<file path="src/rtl/wave_pkg.sv">
// rtl/wave_pkg.sv - shared state encoding, widths and power-up defaults for waveform generator blocks
package wave_pkg;

    localparam int W_DEF  = 16;
    localparam int PW_DEF = 8;

    localparam logic [W_DEF-1:0]  DEF_AMPL    = 16'd255;
    localparam logic [W_DEF-1:0]  DEF_START   = 16'd100;
    localparam logic [W_DEF-1:0]  DEF_END     = 16'd10;
    localparam logic [W_DEF-1:0]  DEF_STEP    = 16'd10;
    localparam logic [PW_DEF-1:0] DEF_PERIODS = 8'd4;

    typedef enum logic [2:0] {
        IDLE,
        ARM,
        RUN,
        STEP,
        DONE
    } state_t;

endpackage

</file>
<file path="src/rtl/wave_period_detect.sv">
// rtl/wave_period_detect.sv - one-cycle pulse when an enabled generator's output falls from nonzero to zero
module wave_period_detect #(
    parameter int W = wave_pkg::W_DEF
) (
    input  logic         clk,
    input  logic         rst,
    input  logic         ena,
    input  logic [W-1:0] data,
    output logic         period
);

    // History is forgotten whenever the generator is disabled, so re-enabling never fakes a boundary.
    logic prev_nz;

    always_ff @(posedge clk) begin
        if (rst) begin
            prev_nz <= 1'b0;
        end else begin
            prev_nz <= ena && (data != '0);
        end
    end

    assign period = ena && prev_nz && (data == '0);

endmodule

</file>
<file path="src/rtl/wave_sweep_ctrl.sv">
// rtl/wave_sweep_ctrl.sv - prescaler sweep sequencer for one generator channel; WAVE_SWEEP_LOOP_EN makes the sweep repeat
module wave_sweep_ctrl #(
    parameter int           W           = wave_pkg::W_DEF,
    parameter int           PW          = wave_pkg::PW_DEF,
    parameter logic [W-1:0]  DEF_AMPL    = W'(wave_pkg::DEF_AMPL),
    parameter logic [W-1:0]  DEF_START   = W'(wave_pkg::DEF_START),
    parameter logic [W-1:0]  DEF_END     = W'(wave_pkg::DEF_END),
    parameter logic [W-1:0]  DEF_STEP    = W'(wave_pkg::DEF_STEP),
    parameter logic [PW-1:0] DEF_PERIODS = PW'(wave_pkg::DEF_PERIODS)
) (
    input  logic          clk,
    input  logic          rst,
    input  logic          cfg_valid,
    output logic          cfg_ready,
    input  logic [W-1:0]  cfg_ampl,
    input  logic [W-1:0]  cfg_start,
    input  logic [W-1:0]  cfg_end,
    input  logic [W-1:0]  cfg_step,
    input  logic [PW-1:0] cfg_periods,
    output logic          cfg_err,
    input  logic          start,
    input  logic          stop,
    input  logic [W-1:0]  gen_data,
    output logic          gen_ena,
    output logic [W-1:0]  gen_ampl,
    output logic [W-1:0]  gen_psc,
    output logic          busy,
    output logic          done,
    output logic [7:0]    step_idx
);

    import wave_pkg::*;

    state_t        state;
    logic [W-1:0]  ampl_r;
    logic [W-1:0]  start_r;
    logic [W-1:0]  end_r;
    logic [W-1:0]  step_r;
    logic [PW-1:0] periods_r;
    logic [PW-1:0] cnt;
    logic [PW-1:0] cnt_inc;
    logic          dir_down;
    logic          period;

    wave_period_detect #(.W(W)) u_period (
        .clk    (clk),
        .rst    (rst),
        .ena    (gen_ena),
        .data   (gen_data),
        .period (period)
    );

    assign cnt_inc = cnt + PW'(1);

    // One extra bit keeps a step past zero or past the top of the range from wrapping around.
    logic [W:0]   psc_ext;
    logic [W:0]   step_ext;
    logic [W:0]   end_ext;
    logic [W:0]   psc_dn;
    logic [W:0]   psc_up;
    logic [W-1:0] psc_next;

    always_comb begin
        psc_ext  = {1'b0, gen_psc};
        step_ext = {1'b0, step_r};
        end_ext  = {1'b0, end_r};
        psc_dn   = psc_ext - step_ext;
        psc_up   = psc_ext + step_ext;
        psc_next = end_r;
        if (dir_down) begin
            if (!psc_dn[W] && (psc_dn > end_ext)) begin
                psc_next = psc_dn[W-1:0];
            end
        end else begin
            if (psc_up < end_ext) begin
                psc_next = psc_up[W-1:0];
            end
        end
    end

    always_ff @(posedge clk) begin
        if (rst) begin
            state     <= IDLE;
            ampl_r    <= DEF_AMPL;
            start_r   <= DEF_START;
            end_r     <= DEF_END;
            step_r    <= DEF_STEP;
            periods_r <= DEF_PERIODS;
            cnt       <= '0;
            dir_down  <= 1'b0;
            gen_ena   <= 1'b0;
            gen_ampl  <= DEF_AMPL;
            gen_psc   <= DEF_START;
            busy      <= 1'b0;
            done      <= 1'b0;
            cfg_err   <= 1'b0;
            cfg_ready <= 1'b1;
            step_idx  <= '0;
        end else begin
            done    <= 1'b0;
            cfg_err <= 1'b0;

            if (stop) begin
                state     <= IDLE;
                gen_ena   <= 1'b0;
                busy      <= 1'b0;
                cfg_ready <= 1'b1;
            end else begin
                case (state)
                    IDLE: begin
                        if (start) begin
                            state     <= ARM;
                            busy      <= 1'b1;
                            cfg_ready <= 1'b0;
                        end
                    end
                    ARM: begin
                        gen_psc  <= start_r;
                        gen_ampl <= ampl_r;
                        cnt      <= '0;
                        step_idx <= '0;
                        dir_down <= (end_r < start_r);
                        gen_ena  <= 1'b1;
                        state    <= RUN;
                    end
                    RUN: begin
                        if (period) begin
                            cnt <= cnt_inc;
                            if (cnt_inc >= periods_r) begin
                                state <= STEP;
                            end
                        end
                    end
                    STEP: begin
                        if ((gen_psc == end_r) || (step_r == '0)) begin
                            gen_ena <= 1'b0;
                            done    <= 1'b1;
`ifdef WAVE_SWEEP_LOOP_EN
                            state   <= ARM;
`else
                            state   <= DONE;
                            busy    <= 1'b0;
`endif
                        end else begin
                            gen_psc <= psc_next;
                            cnt     <= '0;
                            if (step_idx != 8'hFF) begin
                                step_idx <= step_idx + 8'd1;
                            end
                            state   <= RUN;
                        end
                    end
                    DONE: begin
                        state     <= IDLE;
                        cfg_ready <= 1'b1;
                    end
                    default: begin
                        state     <= IDLE;
                        gen_ena   <= 1'b0;
                        busy      <= 1'b0;
                        cfg_ready <= 1'b1;
                    end
                endcase
            end

            // A write in the same cycle as start is visible to ARM on the next cycle.
            if ((state == IDLE) && cfg_valid) begin
                if (cfg_ampl == '0) begin
                    cfg_err <= 1'b1;
                end else begin
                    ampl_r    <= cfg_ampl;
                    start_r   <= cfg_start;
                    end_r     <= cfg_end;
                    step_r    <= cfg_step;
                    periods_r <= (cfg_periods == '0) ? PW'(1) : cfg_periods;
                end
            end
        end
    end

endmodule

</file>
<file path="config.mk">
export PLATFORM = sky130hd
export DESIGN_NAME = wave_sweep_ctrl
export DESIGN_NICKNAME = d
export VERILOG_FILES = /design/src/rtl/wave_pkg.sv /design/src/rtl/wave_period_detect.sv /design/src/rtl/wave_sweep_ctrl.sv
export SDC_FILE = /design/constraint.sdc
export NUM_CORES = 1
export LEC_CHECK = 0
export ABC_AREA = 1
export BUFFER_PORTS_ARGS = -buffer_cell sky130_fd_sc_hd__buf_2
export CORE_ASPECT_RATIO = 0.6
export CORE_UTILIZATION = 54
export CTS_CLUSTER_SIZE = 30
export DETAILED_ROUTE_END_ITERATION = 8
export PLACE_DENSITY = 0.77
export SYNTH_ARGS = -nofsm -noshare
export SYNTH_HDL_FRONTEND = slang
export SYNTH_SLANG_ARGS = --single-unit
</file>
<file path="constraint.sdc">
create_clock -name clk -period 5 [get_ports clk]
set_input_delay 1.25 -clock clk [delete_from_list [all_inputs] [get_ports clk]]
set_output_delay 1.25 -clock clk [all_outputs]
set_load 0.01 [all_outputs]
</file>
==> flow_metrics.env, run 1 <==
export IMPL_crit_buf_inv=4
export IMPL_worst_pin_slew_ns=1.14
export IMPL_violations="design-rule violations"
export IMPL_layout_cells_non_filler=1567
export IMPL_status="finished with violations"
export IMPL_portBuffers=137
export IMPL_ys_seq_area_share_pct=29.8
export IMPL_max_slew_margin_pct=23.7
export IMPL_crit_path_end_kind="flip-flop"
export IMPL_cpMostUsedCell="nand2_1"
export IMPL_hold_violations=0
export IMPL_die_area_sq_mm=0.0167
export IMPL_worstReg2RegStart="gen_psc[0]"
export IMPL_core_area_sq_mm=0.0155
export IMPL_first_global_vias=7941
export IMPL_finalSetupTns_ns=0
export IMPL_post_route_period_util_pct=88.8
export IMPL_diodes=0
export IMPL_cts_root_buffer="clkbuf_16"
export IMPL_vdd_ir_drop_max_v=0.000163
export IMPL_min_to="gen_ampl[12]"
export IMPL_routedWlPerCell_microns=16.4
export IMPL_fin_crit_ns=4.44
export IMPL_drt_iter0_drc=998
export IMPL_drc=6
export IMPL_clk_pin_slew_worst_paths_ns=0.08
export IMPL_whs_ns=0.454
export IMPL_vias_per_cell=5.67
export IMPL_critPathLaunchType="flip-flop"
export IMPL_critPathRequiredTime_ns=5.36
export IMPL_r2r_cells=27
export IMPL_worst_clock_skew_ns=0.0183
export IMPL_critPathMaxFanout=19
export IMPL_placed_cell_area_sq_mm=0.00948
export IMPL_clock_fmax_ghz=0.225
export IMPL_cts_setup_buffers=0
export IMPL_hold_buffers=0
export IMPL_clockBufferDepth=2
export IMPL_layout_setup_ws_ns=0.562
export IMPL_cts_htree_levels=4
export IMPL_final_util_pct=64.8
export IMPL_rrSetupSlack_ns=0.56
export IMPL_ys_ff_latch=130
export IMPL_cts_buffers=17
export IMPL_yosysWarnings=0
export IMPL_async_flop_share_pct=0
export IMPL_hp_class="flip-flop to flip-flop"
export IMPL_io_pins=138
export IMPL_grt_pass1_wl_microns=41000
export IMPL_cts_sinks=130
export IMPL_cts_tree="done"
export IMPL_post_cts_resized=0
export IMPL_r2r_end="gen_psc[0]"
export IMPL_antenna_found_initial=0
export IMPL_hold_depth=2
export IMPL_pwr_share_clk_pct=39.1
export IMPL_final_area_sq_mm=0.0101
export IMPL_start_util_pct=56.1
export IMPL_die_h_microns=100
export IMPL_dp_hpwl_microns=19200
export IMPL_clk_latency_ns=0.43
export IMPL_max_stage_delay_ns=0.43
export IMPL_gr_usage_all_layers_pct=31.1
export IMPL_synth_main_ff_cell="dfxtp_1"
export IMPL_syn_area_sq_mm=0.00872
export IMPL_placed_cells=1535
export IMPL_grt_ovfl_total=0
export IMPL_rows=35
export IMPL_hp_start="gen_ampl[12]"
export IMPL_preCtsSetupSlack_ns=0.752
export IMPL_drv_cap=0
export IMPL_power_internal_mw=2.11
export IMPL_swShare_pct=35.7
export IMPL_p_sw_mw=1.17
export IMPL_cp_arrival_ns=4.79
export IMPL_place_congestion=0.964
export IMPL_power_total_mw=3.28
export IMPL_via_count=8890
export IMPL_synth_edff_count=0
export IMPL_avgSynthCellArea_sq_um=7.04
export IMPL_critical_path_slowest_cell="dfxtp_1"
export IMPL_crit_type="flip-flop to flip-flop"
export IMPL_final_nets=1534
export IMPL_drv_slew=0
export IMPL_power_frac_comb_pct=26.1
export IMPL_area_growth_pct=15.5
export IMPL_yosysUniqueCellTypes=51
export IMPL_post_route_cells_drive_above_1_share_pct=15.0
export IMPL_rsz0062_at_grt="false"
export IMPL_p_seq_share_pct=34.8
export IMPL_drt_first_pass_iters=9
export IMPL_synth_cells=1239
export IMPL_grt_max_degree=110
export IMPL_power_leakage_nw=4.85
export IMPL_wirelength_microns=25700
export IMPL_drtAntennaViolNets=0
export IMPL_cp_top_family="simple AND/OR/NAND/NOR gates"
export IMPL_die_x_microns=166
export IMPL_powerDensity_mw_per_mm2=325
export IMPL_syn_nets=1422
export IMPL_setup_viol=0
## flip-flops by register name (all words and copies together) (netlist names)
| name | cells |
|---|---|
| u_period.prev_nz | 1 |
| step_idx | 8 |
| gen_ena | 1 |
| gen_psc | 16 |
| step_r | 16 |
| ampl_r | 16 |
| end_r | 16 |
| cfg_ready | 1 |
| state | 3 |
| cnt | 8 |
| busy | 1 |
| cfg_err | 1 |
| start_r | 16 |
| dir_down | 1 |
| done | 1 |
| periods_r | 8 |
| gen_ampl | 16 |
## cells by family (layout without fill, tap and decap cells)
logic type | Yosys count | in the layout | synth area share, %
adder cells (fa/ha/maj) | 90 | 90 | 13.1
AND/OR/NAND/NOR | 439 | 439 | 22.6
AO/OA/AOI/OAI | 315 | 315 | 20.4
XOR/XNOR | 37 | 37 | 3.72
flip-flops | 130 | 130 | 29.8
buffers and inverters | 228 | 353 | 10.4
## cell type report
| type | count | area [sq um] |
|---|---|---|
| fill | 1426 | 5470 |
| multi-input combinational | 881 | 5220 |
| sequential | 130 | 2600 |
| timing repair buffer | 142 | 736 |
| inverter | 179 | 672 |
| clock buffer | 17 | 425 |
| tap | 203 | 254 |
| clock inverter | 15 | 166 |
## worst min-delay path, delay by kind of cell (launching register included)
kind	cells	cell delay [ns]
DFF	1	0.32
and+or+nand+nor	1	0.05
AOI/OAI and AO/OA	1	0.06
## power by group through the flow
stage	Combinational (mW)	Clock (mW)	Sequential [mW]
5_1_grt	0.962	1.33	1.15
3_5_place_dp	0.823	0	1.16
6_report	0.856	1.28	1.14
3_3_place_gp	0.805	0	1.16
4_1_cts	0.833	1.29	1.14
2_1_floorplan	0.609	0	1.15
## per-layer routing
metal | routed length [microns] | GRT usage (%)
met1 | 12900 | 47.7
met5 | 0 | 0
met2 | 10100 | 43.2
met4 | 429 | 9.06
met3 | 2280 | 5.76
## synth_stat cells, drive strengths merged, types with 16 or more instances
master	instances	area share, %
ha	88	13
clkbuf	33	1.4
nand4	23	1.8
nor3	19	1.1
nand2	219	9.5
o21ai	97	5.7
o211ai	16	1.4
a21oi	167	10
xor2	27	2.7
nand3	83	5.0
dfxtp	130	30
nor2	68	3.0
inv	176	7.6
buf	16	1.3
## worst max path at each step
stage               start           to  slack [ns]  cells after the start
2_1_floorplan  gen_psc[0]  gen_psc[10]        1.47                     27
3_3_place_gp   gen_psc[1]   gen_psc[0]        0.94                     26
3_5_place_dp   gen_psc[0]   gen_psc[2]        0.75                     26
4_1_cts        gen_psc[0]   gen_psc[2]        0.69                     26
5_1_grt        gen_psc[0]   gen_psc[3]        0.12                     27
6_report       gen_psc[0]   gen_psc[0]        0.56                     27
## layout by cell type, fill, tap and decap left out, drive strengths merged, types with 16 or more instances in the layout
cell    count
o211ai     16
nand3      83
a21oi     167
o21ai      97
xor2       27
buf       142
clkbuf     17
nor2       68
nand2     219
dfxtp     130
ha         88
inv       186
nand4      23
nor3       19
Note: power is estimated with default switching activity, not from simulation.
==> run 2, diff against run 1 <==
--- a/config.mk
+++ b/config.mk
@@ -6,12 +6,12 @@
 export NUM_CORES = 1
 export LEC_CHECK = 0
 export ABC_AREA = 1
-export BUFFER_PORTS_ARGS = -buffer_cell sky130_fd_sc_hd__buf_2
 export CORE_ASPECT_RATIO = 0.6
-export CORE_UTILIZATION = 54
+export CORE_UTILIZATION = 70
 export CTS_CLUSTER_SIZE = 30
 export DETAILED_ROUTE_END_ITERATION = 8
-export PLACE_DENSITY = 0.77
+export DONT_BUFFER_PORTS = 1
+export PLACE_DENSITY = 0.86
 export SYNTH_ARGS = -nofsm -noshare
 export SYNTH_HDL_FRONTEND = slang
 export SYNTH_SLANG_ARGS = --single-unit
==> flow_metrics.env, run 2 (synthesized netlist as in run 1, its figures left out) <==
export IMPL_grt_pass1_wl_microns=39200
export IMPL_met3_usage_pct=14.0
export IMPL_seq_area_sq_mm=0.00260
export IMPL_post_cts_resized=0
export IMPL_rsz0062_at_grt="false"
export IMPL_cts_setup_buffers=0
export IMPL_die_area_sq_mm=0.0129
export IMPL_cts_htree_levels=4
export IMPL_crit_path_end_kind="flip-flop"
export IMPL_power_leakage_nw=4.26
export IMPL_drv_slew=0
export IMPL_finalSetupTns_ns=0
export IMPL_multi_input_area_sq_mm=0.00522
export IMPL_powerDensity_mw_per_mm2=341
export IMPL_power_total_mw=3.18
export IMPL_crit_path_start="gen_psc[3]"
export IMPL_gr_usage_met1_pct=54.2
export IMPL_rows=31
export IMPL_fin_crit_ns=4.62
export IMPL_wirelength_microns=25200
export IMPL_cts_buffers=17
export IMPL_routedWlPerCell_microns=18.1
export IMPL_critPathRequiredTime_ns=5.37
export IMPL_drtAntennaViolNets=0
export IMPL_r2r_end="gen_psc[2]"
export IMPL_worstReg2RegStart="gen_psc[3]"
export IMPL_clk_latency_ns=0.43
export IMPL_core_area_sq_mm=0.0121
export IMPL_hold_violations=0
export IMPL_final_nets=1397
export IMPL_r2r_cells=25
export IMPL_worst_clock_skew_ns=0.0119
export IMPL_drc=0
export IMPL_cts_tree="done"
export IMPL_crit_type="flip-flop to flip-flop"
export IMPL_start_util_pct=72.1
export IMPL_status="finished clean"
export IMPL_critPathMaxFanout=19
export IMPL_hp_class="flip-flop to flip-flop"
export IMPL_gr_usage_all_layers_pct=38.8
export IMPL_antenna_found_initial=0
export IMPL_clockBufferDepth=2
export IMPL_post_route_period_util_pct=92.3
export IMPL_mostFrequentLayoutCell="nand2_1"
export IMPL_critPathLaunchType="flip-flop"
export IMPL_clock_fmax_ghz=0.217
export IMPL_diodes=0
export IMPL_final_util_pct=76.9
export IMPL_area_growth_pct=6.69
export IMPL_cts_sinks=130
export IMPL_clk_pin_slew_worst_paths_ns=0.06
export IMPL_drv_cap=0
export IMPL_die_h_microns=88.5
export IMPL_rrSetupSlack_ns=0.38
export IMPL_post_route_cells_drive_above_1_share_pct=5.54
export IMPL_whs_ns=0.451
export IMPL_setup_viol=0
export IMPL_max_slew_margin_pct=22.3
export IMPL_vias_per_cell=6.18
export IMPL_cp_arrival_ns=4.98
export IMPL_die_x_microns=146
export IMPL_drt_iter0_drc=855
export IMPL_first_global_vias=7783
export IMPL_cts_root_buffer="clkbuf_16"
export IMPL_grt_busiest_layer="met2"
export IMPL_drt_first_pass_iters=6
export IMPL_layout_common_cells="216 x nand2_1, 166 x inv_1, 159 x a21oi_1"
export IMPL_vdd_ir_drop_max_v=0.000255
export IMPL_grt_max_degree=51
export IMPL_hold_buffers=0
export IMPL_worst_pin_slew_ns=1.16
export IMPL_crit_path_end="gen_psc[2]"
export IMPL_dp_hpwl_microns=18500
export IMPL_place_congestion=1.05
export IMPL_via_count=8608
export IMPL_n_fill_cell=929
export IMPL_portBuffers=0
export IMPL_grt_ovfl_total=0
export IMPL_met2_usage_pct=55.5
export IMPL_hold_depth=2
export IMPL_io_pins=138
==> run 2: cell count changes in the layout (fill, tap and decap cells not counted), sizes merged <==
cell / change
buf: -137
bufinv: -1
clkinv: +1
==> run 2: layout make-up <==
cell class | count | area share [%]
multi-input combinational | 881 | 56.1
sequential | 130 | 28.0
inverter | 179 | 7.22
clock buffer | 17 | 4.57
tap | 165 | 2.22
clock inverter | 15 | 1.51
timing repair buffer | 5 | 0.403
==> run 2: power by group <==
group	switching, mW	internal (mW)
sequential	0.0488	1.10
combinational	0.546	0.269
clock	0.556	0.659
total	1.15	2.03
==> run 2: per-layer routing <==
metal / share of wire (%) / vias up
met4: 1.9 / 0
met5: 0 / -
met3: 13 / 55
met1: 45 / 3903
met2: 40 / 546
li1: - / 4104
==> run 2: worst min-delay path by stage <==
stage	to	startpoint
after global routing	ampl_r[10]	ampl_r[10]
after global placement	ampl_r[8]	ampl_r[8]
after CTS	ampl_r[12]	ampl_r[12]
final	ampl_r[12]	ampl_r[12]
after floorplan	ampl_r[10]	ampl_r[10]
after detailed placement	ampl_r[10]	ampl_r[10]
==> run 2: critical path, cell delays in order, from the launching register on <==
cell and delay (ns):
dfxtp_1 0.53, ha_1 0.39, o21ai_0 0.39, a21oi_1 0.14, o21ai_0 0.37, nand2_1 0.13, nand2_1 0.08, nand2_1 0.04
nand2_1 0.10, inv_1 0.05, ha_1 0.29, nand2_1 0.10, nor2_1 0.08, nand3_1 0.12, nand4_1 0.17, nand2_1 0.11
nand2_1 0.06, nand2_1 0.06, nand2_1 0.04, nand2_1 0.35, nand3_4 0.33, a21oi_1 0.27, o21ai_0 0.11, nand3_1 0.09
nand2_1 0.07, nand2_1 0.06
==> run 2: per-stage QoR <==
stage | area (sq um) | std cells | worst slack (ns)
6_report | 9300 | 1392 | 0.385
5_1_grt | 9300 | 1392 | 0.164
4_1_cts | 9300 | 1392 | 0.632
3_5_place_dp | 8740 | 1360 | 0.793
3_3_place_gp | 8740 | 1360 | 0.838
2_1_floorplan | 8720 | 1239 | 1.47
==> run 3, diff against run 2 <==
--- a/config.mk
+++ b/config.mk
@@ -11,7 +11,7 @@
 export CTS_CLUSTER_SIZE = 30
 export DETAILED_ROUTE_END_ITERATION = 8
 export DONT_BUFFER_PORTS = 1
-export PLACE_DENSITY = 0.86
+export PLACE_DENSITY = 0.84
 export SYNTH_ARGS = -nofsm -noshare
 export SYNTH_HDL_FRONTEND = slang
 export SYNTH_SLANG_ARGS = --single-unit
==> flow_metrics.env, run 3 (synthesized netlist as in run 1, its figures left out) <==
export IMPL_clk_pin_slew_worst_paths_ns=0.07
export IMPL_min_to="ampl_r[9]"
export IMPL_wirelength_microns=25100
export IMPL_start_util_pct=72.1
export IMPL_grt_pass1_wl_microns=39100
export IMPL_crit_type="flip-flop to flip-flop"
export IMPL_critPathMaxFanout=19
export IMPL_dp_hpwl_microns=18800
export IMPL_grt_busiest_layer="met1"
export IMPL_critPathRequiredTime_ns=5.32
export IMPL_post_route_cells_drive_above_1_share_pct=5.77
export IMPL_rows=31
export IMPL_vias_per_cell=6.10
export IMPL_cts_sinks=130
export IMPL_worst_pin_slew_ns=1.14
export IMPL_layout_setup_ws_ns=0.468
export IMPL_cpMostUsedCell="nand2_1"
export IMPL_final_util_pct=77.5
export IMPL_met3_usage_pct=15.3
export IMPL_core_area_sq_mm=0.0121
export IMPL_fin_crit_ns=4.53
export IMPL_via_count=8505
export IMPL_gr_usage_all_layers_pct=39.1
export IMPL_finalSetupTns_ns=0
export IMPL_die_h_microns=88.5
export IMPL_r2r_end="gen_psc[6]"
export IMPL_max_stage_delay_ns=0.47
export IMPL_placed_cell_area_sq_mm=0.00876
export IMPL_hold_buffers=0
export IMPL_max_slew_margin_pct=23.8
export IMPL_placed_cells=1363
export IMPL_hold_violations=0
export IMPL_powerDensity_mw_per_mm2=350
export IMPL_post_route_period_util_pct=90.6
export IMPL_drtAntennaViolNets=0
export IMPL_drt_iter0_drc=795
export IMPL_area_growth_pct=7.50
export IMPL_grt_ovfl_total=0
export IMPL_critical_path_slowest_cell="dfxtp_1"
export IMPL_drv_cap=0
export IMPL_layout_common_cells="216 x nand2_1, 166 x inv_1, 159 x a21oi_1"
export IMPL_cts_htree_levels=4
export IMPL_place_congestion=1.03
export IMPL_drc=0
export IMPL_whs_ns=0.455
export IMPL_mostFrequentLayoutCell="nand2_1"
export IMPL_preCtsSetupSlack_ns=0.800
export IMPL_power_total_mw=3.28
export IMPL_hp_start="ampl_r[9]"
export IMPL_portBuffers=0
export IMPL_cts_root_buffer="clkbuf_16"
export IMPL_worst_clock_skew_ns=0.0143
export IMPL_cts_tree="done"
export IMPL_hp_class="flip-flop to flip-flop"
export IMPL_power_leakage_nw=4.30
export IMPL_drt_first_pass_iters=6
export IMPL_gr_usage_met1_pct=55.3
export IMPL_setup_viol=0
export IMPL_clock_fmax_ghz=0.221
export IMPL_hold_depth=2
export IMPL_seq_area_sq_mm=0.00260
export IMPL_io_pins=138
export IMPL_post_cts_resized=0
export IMPL_first_global_vias=7611
export IMPL_critPathLaunchType="flip-flop"
export IMPL_diodes=0
export IMPL_layout_cells_non_filler=1395
export IMPL_rsz0062_at_grt="false"
export IMPL_met2_usage_pct=54.5
export IMPL_clk_latency_ns=0.43
export IMPL_worstReg2RegStart="gen_psc[0]"
export IMPL_final_area_sq_mm=0.00938
export IMPL_clockBufferDepth=2
export IMPL_cts_buffers=17
export IMPL_grt_max_degree=56
export IMPL_r2r_cells=26
export IMPL_die_area_sq_mm=0.0129
export IMPL_rrSetupSlack_ns=0.47
export IMPL_antenna_found_initial=0
export IMPL_routedWlPerCell_microns=18.0
export IMPL_die_x_microns=146
export IMPL_crit_path_end_kind="flip-flop"
export IMPL_multi_input_area_sq_mm=0.00522
export IMPL_status="finished clean"
export IMPL_n_fill_cell=966
export IMPL_drv_slew=0
export IMPL_cts_setup_buffers=0
export IMPL_cp_arrival_ns=4.86
export IMPL_final_nets=1400
export IMPL_vdd_ir_drop_max_v=0.000230
==> run 3: cell count changes in the layout (fill, tap and decap cells not counted), sizes merged <==
cell	before	now
buf	5	8
inv	186	185
bufinv	0	2
clkinv	6	5
==> run 3: area by class of cell <==
type,instances,share of cell area [%]
multi-input combinational,881,55.7
sequential,130,27.8
timing repair buffer,8,0.641
tap,165,2.20
clock inverter,15,2.02
inverter,179,7.17
clock buffer,17,4.54
==> run 3: per-layer routing <==
layer  share of wire (%)  vias up
li1                    -     4124
met1                  45     3850
met5                   0        -
met3                  13       53
met2                  40      478
met4                 1.7        0
==> run 3: worst max-delay path by stage <==
stage,from,to,cells after the start
after floorplan,gen_psc[0],gen_psc[10],27
after global placement,gen_psc[0],gen_psc[5],26
after detailed placement,gen_psc[0],gen_psc[5],26
after CTS,gen_psc[0],gen_psc[6],26
after global routing,gen_psc[0],gen_psc[6],26
final,gen_psc[0],gen_psc[6],26
==> run 3: power breakdown <==
part	internal (mW)	switching (mW)	total, mW
Clock	0.760	0.556	1.32
Combinational	0.271	0.545	0.816
Sequential	1.10	0.0475	1.15
==> run 3: worst max-delay path: cells and delay by family (launching register included) <==
family                     cells  cell delay, ns
AOI/OAI and AO/OA              4            0.96
adders and majority gates      3            0.92
buffers and inverters          4            0.26
DFF                            1            0.47
and+or+nand+nor               15            1.80
